==> config.mk <==
export PLATFORM = sky130hd
export DESIGN_NAME = matrix_loader
export DESIGN_NICKNAME = d
export VERILOG_FILES = /design/src/rtl/matrix_pkg.sv /design/src/rtl/wait_timer.sv /design/src/rtl/matrix_loader.sv
export SDC_FILE = /design/constraint.sdc
export NUM_CORES = 1
export LEC_CHECK = 0
export CORE_ASPECT_RATIO = 0.75
export CORE_MARGIN = 2
export CORE_UTILIZATION = 35
export DETAILED_ROUTE_END_ITERATION = 16
export PLACE_DENSITY = 0.66
export SYNTH_ARGS = -nofsm -noshare
export SYNTH_HDL_FRONTEND = slang
export SYNTH_SLANG_ARGS = --single-unit
==> constraint.sdc <==
create_clock -name clk -period 2.99 [get_ports clk]
set_input_delay 0.598 -clock clk [delete_from_list [all_inputs] [get_ports clk]]
set_output_delay 0.598 -clock clk [all_outputs]
set_load 0.005 [all_outputs]
==> src/rtl/matrix_pkg.sv <==
// Shared types and sizes for the 2x2 matrix loader front end.
// Latency: n/a (package only).
// Backpressure: n/a (package only).
package matrix_pkg;

    localparam int ELEM_W = 8;                 // bits per matrix element
    localparam int N_ELEM = 4;                 // elements per 2x2 matrix
    localparam int MAT_W  = ELEM_W * N_ELEM;   // packed matrix width
    localparam int IDX_W  = $clog2(N_ELEM);    // element index width

    localparam logic OP_SUM = 1'b0;
    localparam logic OP_SUB = 1'b1;

    typedef enum logic [2:0] {
        S_LOAD_A = 3'd0,
        S_LOAD_B = 3'd1,
        S_ISSUE  = 3'd2,
        S_WAIT   = 3'd3,
        S_HOLD   = 3'd4
    } state_t;

endpackage

==> src/rtl/wait_timer.sv <==
// Clearable wait counter that flags when the coprocessor has taken too long.
// Latency: expire is combinational, high on the TIMEOUT-th edge spent running.
// Backpressure: none; the counter holds at zero whenever run is low.
//
// Ports: clk, rst_n (async active-low), clr (sync clear), run (count enable,
// clears when low), expire (high for the cycle whose edge ends the wait).
module wait_timer #(
    parameter int TIMEOUT = 1024
) (
    input  logic clk,
    input  logic rst_n,
    input  logic clr,
    input  logic run,
    output logic expire
);

    localparam int CNT_W = (TIMEOUT > 1) ? $clog2(TIMEOUT) : 1;

    logic [CNT_W-1:0] count;

    // count holds the number of edges already spent running, so the edge that
    // sees count == TIMEOUT-1 is the TIMEOUT-th one.
    always_ff @(posedge clk or negedge rst_n) begin
        if (!rst_n) begin
            count <= '0;
        end else if (clr || !run) begin
            count <= '0;
        end else if (!expire) begin
            count <= count + 1'b1;
        end
    end

    // TIMEOUT == 0 disables the abort; the counter then just wraps harmlessly.
    assign expire = (TIMEOUT != 0) && run && (count == CNT_W'(TIMEOUT - 1));

endmodule

==> src/rtl/matrix_loader.sv <==
// Packs streamed bytes into operands A/B, issues one coprocessor op, holds the result.
// Latency: last B accept at edge N -> op_start high N+1..N+2 -> WAIT from edge N+2.
// Backpressure: in_ready only in the load states; result held until res_ack.
//
// Ports: clk, rst_n (async active-low), clr (sync soft clear);
// in_valid/in_data/in_ready element stream, op_sel sampled with the last B element;
// mat_a/mat_b/op_code/op_start command side, op_done/op_result from the coprocessor;
// res_valid/res_data/res_ack result side; load_idx for LEDs; err sticky timeout flag.
module matrix_loader
    import matrix_pkg::*;
#(
    parameter int TIMEOUT = 1024
) (
    input  logic                 clk,
    input  logic                 rst_n,
    input  logic                 clr,
    input  logic                 in_valid,
    input  logic [ELEM_W-1:0]    in_data,
    output logic                 in_ready,
    input  logic                 op_sel,
    output logic [MAT_W-1:0]     mat_a,
    output logic [MAT_W-1:0]     mat_b,
    output logic                 op_code,
    output logic                 op_start,
    input  logic                 op_done,
    input  logic [MAT_W-1:0]     op_result,
    output logic                 res_valid,
    output logic [MAT_W-1:0]     res_data,
    input  logic                 res_ack,
    output logic [1:0]           load_idx,
    output logic                 err
);

    state_t            state, state_nxt;
    logic [IDX_W-1:0]  idx, idx_nxt;
    logic              op_start_nxt;
    logic              accept;
    logic              idx_last;
    logic              expire;

    assign in_ready = (state == S_LOAD_A) || (state == S_LOAD_B);
    assign accept   = in_valid && in_ready;
    assign idx_last = (idx == IDX_W'(N_ELEM - 1));
    assign load_idx = in_ready ? 2'(idx) : 2'd0;

    wait_timer #(
        .TIMEOUT (TIMEOUT)
    ) u_wait_timer (
        .clk    (clk),
        .rst_n  (rst_n),
        .clr    (clr),
        .run    (state == S_WAIT),
        .expire (expire)
    );

    // ------------------------------------------------------------------
    // Control FSM: state, element index and the command pulse.
    // ------------------------------------------------------------------
    always_ff @(posedge clk or negedge rst_n) begin
        if (!rst_n) begin
            state    <= S_LOAD_A;
            idx      <= '0;
            op_start <= 1'b0;
        end else begin
            state    <= state_nxt;
            idx      <= idx_nxt;
            op_start <= op_start_nxt;
        end
    end

    always_comb begin
        state_nxt    = state;
        idx_nxt      = idx;
        op_start_nxt = 1'b0;
        case (state)
            S_LOAD_A: begin
                if (accept) begin
                    if (idx_last) begin
                        idx_nxt   = '0;
                        state_nxt = S_LOAD_B;
                    end else begin
                        idx_nxt = idx + 1'b1;
                    end
                end
            end
            S_LOAD_B: begin
                if (accept) begin
                    if (idx_last) begin
                        idx_nxt   = '0;
                        state_nxt = S_ISSUE;
                    end else begin
                        idx_nxt = idx + 1'b1;
                    end
                end
            end
            // First ISSUE edge raises the registered pulse, the second drops it
            // and enters WAIT, so op_start is high for exactly one cycle.
            S_ISSUE: begin
                if (!op_start) begin
                    op_start_nxt = 1'b1;
                end else begin
                    state_nxt = S_WAIT;
                end
            end
            // Done wins over a simultaneous expiry.
            S_WAIT: begin
                if (op_done) begin
                    state_nxt = S_HOLD;
                end else if (expire) begin
                    idx_nxt   = '0;
                    state_nxt = S_LOAD_A;
                end
            end
            S_HOLD: begin
                if (res_ack && res_valid) begin
                    state_nxt = S_LOAD_A;
                end
            end
            default: begin
                idx_nxt   = '0;
                state_nxt = S_LOAD_A;
            end
        endcase
        if (clr) begin
            state_nxt    = S_LOAD_A;
            idx_nxt      = '0;
            op_start_nxt = 1'b0;
        end
    end

    // ------------------------------------------------------------------
    // Datapath: operand packing, op latch, result capture, error flag.
    // ------------------------------------------------------------------
    always_ff @(posedge clk or negedge rst_n) begin
        if (!rst_n) begin
            mat_a     <= '0;
            mat_b     <= '0;
            op_code   <= OP_SUM;
            res_data  <= '0;
            res_valid <= 1'b0;
            err       <= 1'b0;
        end else if (clr) begin
            mat_a     <= '0;
            mat_b     <= '0;
            op_code   <= OP_SUM;
            res_data  <= '0;
            res_valid <= 1'b0;
            err       <= 1'b0;
        end else begin
            if (accept) begin
                for (int k = 0; k < N_ELEM; k++) begin
                    if (idx == IDX_W'(k)) begin
                        if (state == S_LOAD_A) begin
                            mat_a[k*ELEM_W +: ELEM_W] <= in_data;
                        end else begin
                            mat_b[k*ELEM_W +: ELEM_W] <= in_data;
                        end
                    end
                end
                // Any fresh element acknowledges a previous timeout.
                err <= 1'b0;
                if (state == S_LOAD_B && idx_last) begin
                    op_code <= op_sel;
                end
            end
            if (state == S_WAIT) begin
                if (op_done) begin
                    res_data  <= op_result;
                    res_valid <= 1'b1;
                end else if (expire) begin
                    err <= 1'b1;
                end
            end
            if (state == S_HOLD && res_ack && res_valid) begin
                res_valid <= 1'b0;
            end
        end
    end

endmodule

==> results.json, run 1 <==
{
  "status": "finished, final reports clean",
  "drc": 0,
  "viasPerCell": 4.98,
  "gp_congestion": 0.765,
  "root_buffer": "clkbuf_16",
  "reg2reg_depth": 5,
  "critPathArrivalTime_ns": 1.91,
  "antenna_found_initial": 0,
  "ys_ff_latch": 115,
  "power_w": 0.00496,
  "diodes": 0,
  "synth_cell_types": 40,
  "layout_worst_path_cycle_share_pct": 83.8,
  "grt_max_degree": 64,
  "clk_latency_ns": 0.40,
  "power_density_nw_per_um2": 725,
  "p_clk_share_pct": 45.1,
  "num_vias": 3665,
  "dp.cells": 705,
  "cts_resized": 0,
  "wl_per_cell_um": 16.3,
  "ios": 150,
  "cts_hold_buf": 0,
  "drive_above_1_share_pct": 8.95,
  "tightest_slew_ns": 1.27,
  "clock.fmax_mhz": 399,
  "cts_buffers": 17,
  "skew_ns": 0.00585,
  "use_met2_pct": 27.3,
  "syn_inst": 402,
  "cts_tree": "built",
  "top_usage_layer": "met2",
  "end_kind": "output pin",
  "setup_tns_ns": 0,
  "initial_utilization_pct": 36.3,
  "place_area_um2": 6190,
  "peakVddDrop_mv": 0.418,
  "grt_use_total_pct": 18.3,
  "synth_edf_count": 0,
  "path_clk_slew_ns": 0.05,
  "instances_no_fill": 736,
  "place_hpwl_um": 8430,
  "drv_cap": 0,
  "antenna_left": 0,
  "first_iter_violations": 170,
  "die_x_um": 135,
  "period_needed_ns": 2.51,
  "final_common_cell": "clkdlybuf4s50_1",
  "crit_required_ns": 2.39,
  "firstDrtPassIters": 5,
  "p_switching_w": 0.00120,
  "power.internal_w": 0.00376,
  "place.port_buffers": 149,
  "final_cell_mix": "clkdlybuf4s50_1, dfrtp_1, nand2_1",
  "max-slew-margin-rel_pct": 15.0,
  "synth_nets": 454,
  "routed_wl_um": 12000,
  "seq_area_frac_synth_pct": 64.0,
  "critical_path_class": "register to output pin",
  "die-area_um2": 13800,
  "grt_use_met1_pct": 25.8,
  "postCtsSetupRepairBufs": 0,
  "power_frac_seq_pct": 37.3,
  "p_leak_nw": 2.97,
  "core_um2": 12400,
  "async_reset_ff_share_pct": 100,
  "grt_pass1_wl_um": 19200,
  "die_y_um": 102,
  "start_kind": "register",
  "nets": 610,
  "worstPathMaxFanout": 18,
  "startpoint": "state[2]",
  "min_path_type": "input port to async pin",
  "finalSetupViolations": 0,
  "numClockSinks": 115,
  "grt_use_met3_pct": 5.51,
  "finalWorstSetupSlack_ns": 0.485,
  "htree_levels": 4,
  "power_frac_comb_pct": 17.6,
  "cts.path.max_buffers": 2,
  "syn_area_per_cell_um2": 11.2,
  "report.final.slew_viol_count": 0,
  "p_sw_share_pct": 24.3,
  "reg2reg_from": "u_wait_timer.count[0]",
  "yosysWarnings": 0,
  "grt_setup_unrepaired": "no",
  "rows": 35,
  "pre_cts_ws_ns": 0.391,
  "finish.instance_area_um2": 6850,
  "synth-main-ff-cell": "dfrtp_1",
  "syn_area_um2": 4500,
  "grt_remaining_overflow": 0,
  "syn2layout_area_growth_pct": 52.4,
  "hold_viol": 0,
  "grt_pass1_vias": 3685
}
==> synthesized netlist by cell type (3+ instances only) <==
cell,count,area [µm²]
clkbuf_1,15,56.3
buf_2,6,30.0
a22o_1,32,280
xor2_1,4,35.0
nor2_1,12,45.0
ha_1,5,62.6
a21oi_1,15,75.1
nor3_1,6,30.0
nand2b_1,8,50.1
dfrtp_1,115,2880
o21ai_0,67,335
mux2i_1,4,40.0
a31oi_1,3,18.8
inv_1,5,18.8
nand2_1,72,270
==> worst max-delay path, stage by stage, from the launching register on <==
cell and delay (ns):
dfrtp_1 0.55, nor2_1 0.36, clkdlybuf4s50_1 0.59
==> per-layer routing <==
metal	wire (µm)	vias up	share of wire, %
met5	0	-	0
met4	129	0	1.1
met3	757	12	6.3
met2	5390	112	45
met1	5690	1810	48
li1	-	1731	-
==> final cells by class <==
type                    instances  area (µm²)
well taps                     166         208
clock buffers                  22         484
clock inverters                 9         175
inverters                       5        18.8
flip-flops and latches        115        2880
repair buffers                160        1580
multi-input cells             259        1500
fillers                      1036        5540
==> kinds of logic (layout without fill, tap and decap cells) <==
kind of cell / Yosys count / in the layout / share of synthesized area (%)
simple gates: 118 / 118 / 12.2
compound gates: 125 / 125 / 17.3
xor+xnor: 6 / 6 / 1.17
buf+inv: 28 / 196 / 2.67
fa+ha+maj: 5 / 5 / 1.39
mux: 5 / 5 / 1.22
flops: 115 / 115 / 64.0
==> power by group through the flow <==
stage | sequential (W) | combinational, W | clock (W)
final | 0.00185 | 0.000874 | 0.00224
after floorplan | 0.00184 | 0.000361 | 0
after CTS | 0.00185 | 0.000883 | 0.00228
after detailed placement | 0.00187 | 0.000877 | 0
after global placement | 0.00187 | 0.000860 | 0
after global routing | 0.00187 | 0.000969 | 0.00236
==> sequential cells by signal (all words and copies together), names as in the netlist <==
signal and count:
state 3, res_data 32, res_valid 1, u_wait_timer.count 10, op_code 1, mat_a 32, idx 2, mat_b 32
err 1, op_start 1
==> path summary, 6_finish.rpt <==
path	to	slack (ns)
max	in_ready	0.48
min	mat_b[5]	0.30
max reg2reg	state[0]	0.82
min reg2reg	op_start	0.48
max in group asynchronous	mat_b[23]	1.98
min in group clk	op_start	0.48
==> per-stage QoR <==
stage          utilization, %  hold WS, ns
2_1_floorplan               -        0.302
3_3_place_gp             50.0        0.446
3_5_place_dp             50.0        0.451
4_1_cts                  55.3        0.326
5_1_grt                  55.3        0.373
6_report                 55.3        0.302
Power figures use the tool's default switching activity.
==> run 2: changes to the inputs <==
- clock period: 2.99 -> 2.5 ns (I/O delays scaled with it)
==> run 2 against run 1 <==
Sequential power grew 20%; first-iteration DRC count grew 3.5%; sequential share of layout area grew 0.13 points; core utilization shrank 0.17 points; non-clock buffer count shrank 1; flip-flop and latch count is the same; hold slack gained 0.16 ns; clock power grew 8.9%; highest routed layer unchanged; critical path depth is the same; cell area shrank 0.31%.
==> results.json, run 2 (same netlist as run 1, synthesis figures left out) <==
{
  "grt_use_total_pct": 17.8,
  "crit_slowest_cell": "dfrtp_1",
  "critical_path_class": "register to output pin",
  "ios": 150,
  "gp_congestion": 0.774,
  "syn2layout_area_growth_pct": 51.9,
  "cts_buffers": 17,
  "finalSetupViolations": 0,
  "drive_above_1_share_pct": 8.95,
  "nFillCells": 1041,
  "nets": 609,
  "grt_pass1_vias": 3509,
  "worstHoldStart": "op_start",
  "critPathTopFamily": "flip-flops",
  "r2r_slack_ns": 0.28,
  "hold_viol": 0,
  "diodes": 0,
  "critPathArrivalTime_ns": 1.91,
  "clk_latency_ns": 0.40,
  "path_cells": "nor3_1, clkdlybuf4s50_1",
  "num_vias": 3580,
  "report.final.slew_viol_count": 0,
  "die_y_um": 102,
  "cts_tree": "built",
  "die_x_um": 135,
  "seqCellArea_um2": 2880,
  "final_util_pct": 55.1,
  "wl_per_cell_um": 16.1,
  "layout_worst_path_cycle_share_pct": 96.3,
  "cts.path.max_buffers": 2,
  "viasPerCell": 4.86,
  "status": "finished, final reports clean",
  "tightest_slew_ns": 1.29,
  "antenna_found_initial": 0,
  "crit_buf_inv": 1,
  "rows": 35,
  "peakVddDrop_mv": 0.520,
  "holdPathStages": 1,
  "place.port_buffers": 149,
  "multi_input_area_um2": 1510,
  "drv_cap": 0,
  "skew_ns": 0.00722,
  "crit_required_ns": 2.00,
  "power_density_nw_per_um2": 834,
  "core_um2": 12400,
  "reg2reg_depth": 3,
  "place_hpwl_um": 8330,
  "reg2reg_to": "res_data[3]",
  "die-area_um2": 13800,
  "routed_wl_um": 11900,
  "worstPathMaxFanout": 18,
  "min_path_type": "register to register",
  "hold_end": "op_start",
  "grt_pass1_wl_um": 18800,
  "htree_levels": 4,
  "end_kind": "output pin",
  "reg2reg_from": "state[2]",
  "numClockSinks": 115,
  "postCtsSetupRepairBufs": 0,
  "p_leak_nw": 2.95,
  "drc": 0,
  "first_iter_violations": 176,
  "holdWs_ns": 0.457,
  "max-slew-margin-rel_pct": 14.0,
  "grt_max_degree": 64,
  "initial_utilization_pct": 36.3,
  "grt_setup_unrepaired": "no",
  "start_kind": "register",
  "final_common_cell": "clkdlybuf4s50_1",
  "grt_remaining_overflow": 0,
  "clock.fmax_mhz": 415,
  "firstDrtPassIters": 4,
  "reg_top3": "mat_a x32, mat_b x32, res_data x32",
  "root_buffer": "clkbuf_16",
  "antenna_left": 0,
  "max_stage_delay_ns": 0.59,
  "final_cell_mix": "clkdlybuf4s50_1, dfrtp_1, nand2_1",
  "path_clk_slew_ns": 0.05,
  "period_needed_ns": 2.41
}
[run 2: how the worst max path moves through the flow]
| stage | end | cells past startpoint | startpoint |
|---|---|---|---|
| final | load_idx[0] | 2 | state[2] |
| after floorplan | state[0] | 6 | u_wait_timer.count[0] |
| after global routing | load_idx[1] | 2 | state[2] |
| after CTS | load_idx[0] | 2 | state[2] |
| after global placement | state[0] | 6 | clr |
| after detailed placement | res_data[28] | 5 | op_done |
[run 2: routing by layer]
layer  share of wire [%]  GRT usage, %  vias up
li1                    -             -     1718
met1                  48          26.0     1752
met2                  44          25.7       98
met3                 6.8          5.26       12
met4                0.95          5.26        0
met5                   0             0        -
[run 2: layout make-up]
class	instances	share of cell area, %
clock buffers	19	6.48
well taps	166	3.04
clock inverters	13	2.34
repair buffers	159	23.7
multi-input cells	259	22.1
flip-flops and latches	115	42.1
inverters	5	0.275
[run 2: through the flow]
step	area (µm²)	std cells	TNS [ns]	setup slack [ns]	total power, W
4_1_cts	6830	736	0	0.0942	0.00576
5_1_grt	6830	736	0	0.0355	0.00598
2_1_floorplan	4500	402	0	0.558	0.00264
6_report	6830	736	0	0.0921	0.00570
3_3_place_gp	6210	703	0	0.0600	0.00327
3_5_place_dp	6210	703	-0.965	-0.0528	0.00329
[run 2: report_power, final]
group          switching [W]  internal, W
logic               0.000465     0.000569
registers           0.000158      0.00206
clock network       0.000854      0.00159
[run 2: repair_timing]
action,in CTS,in global routing
hold endpoints to repair,10,0
resized for setup,0,1
setup endpoints to repair,0,1
hold buffers,1,0
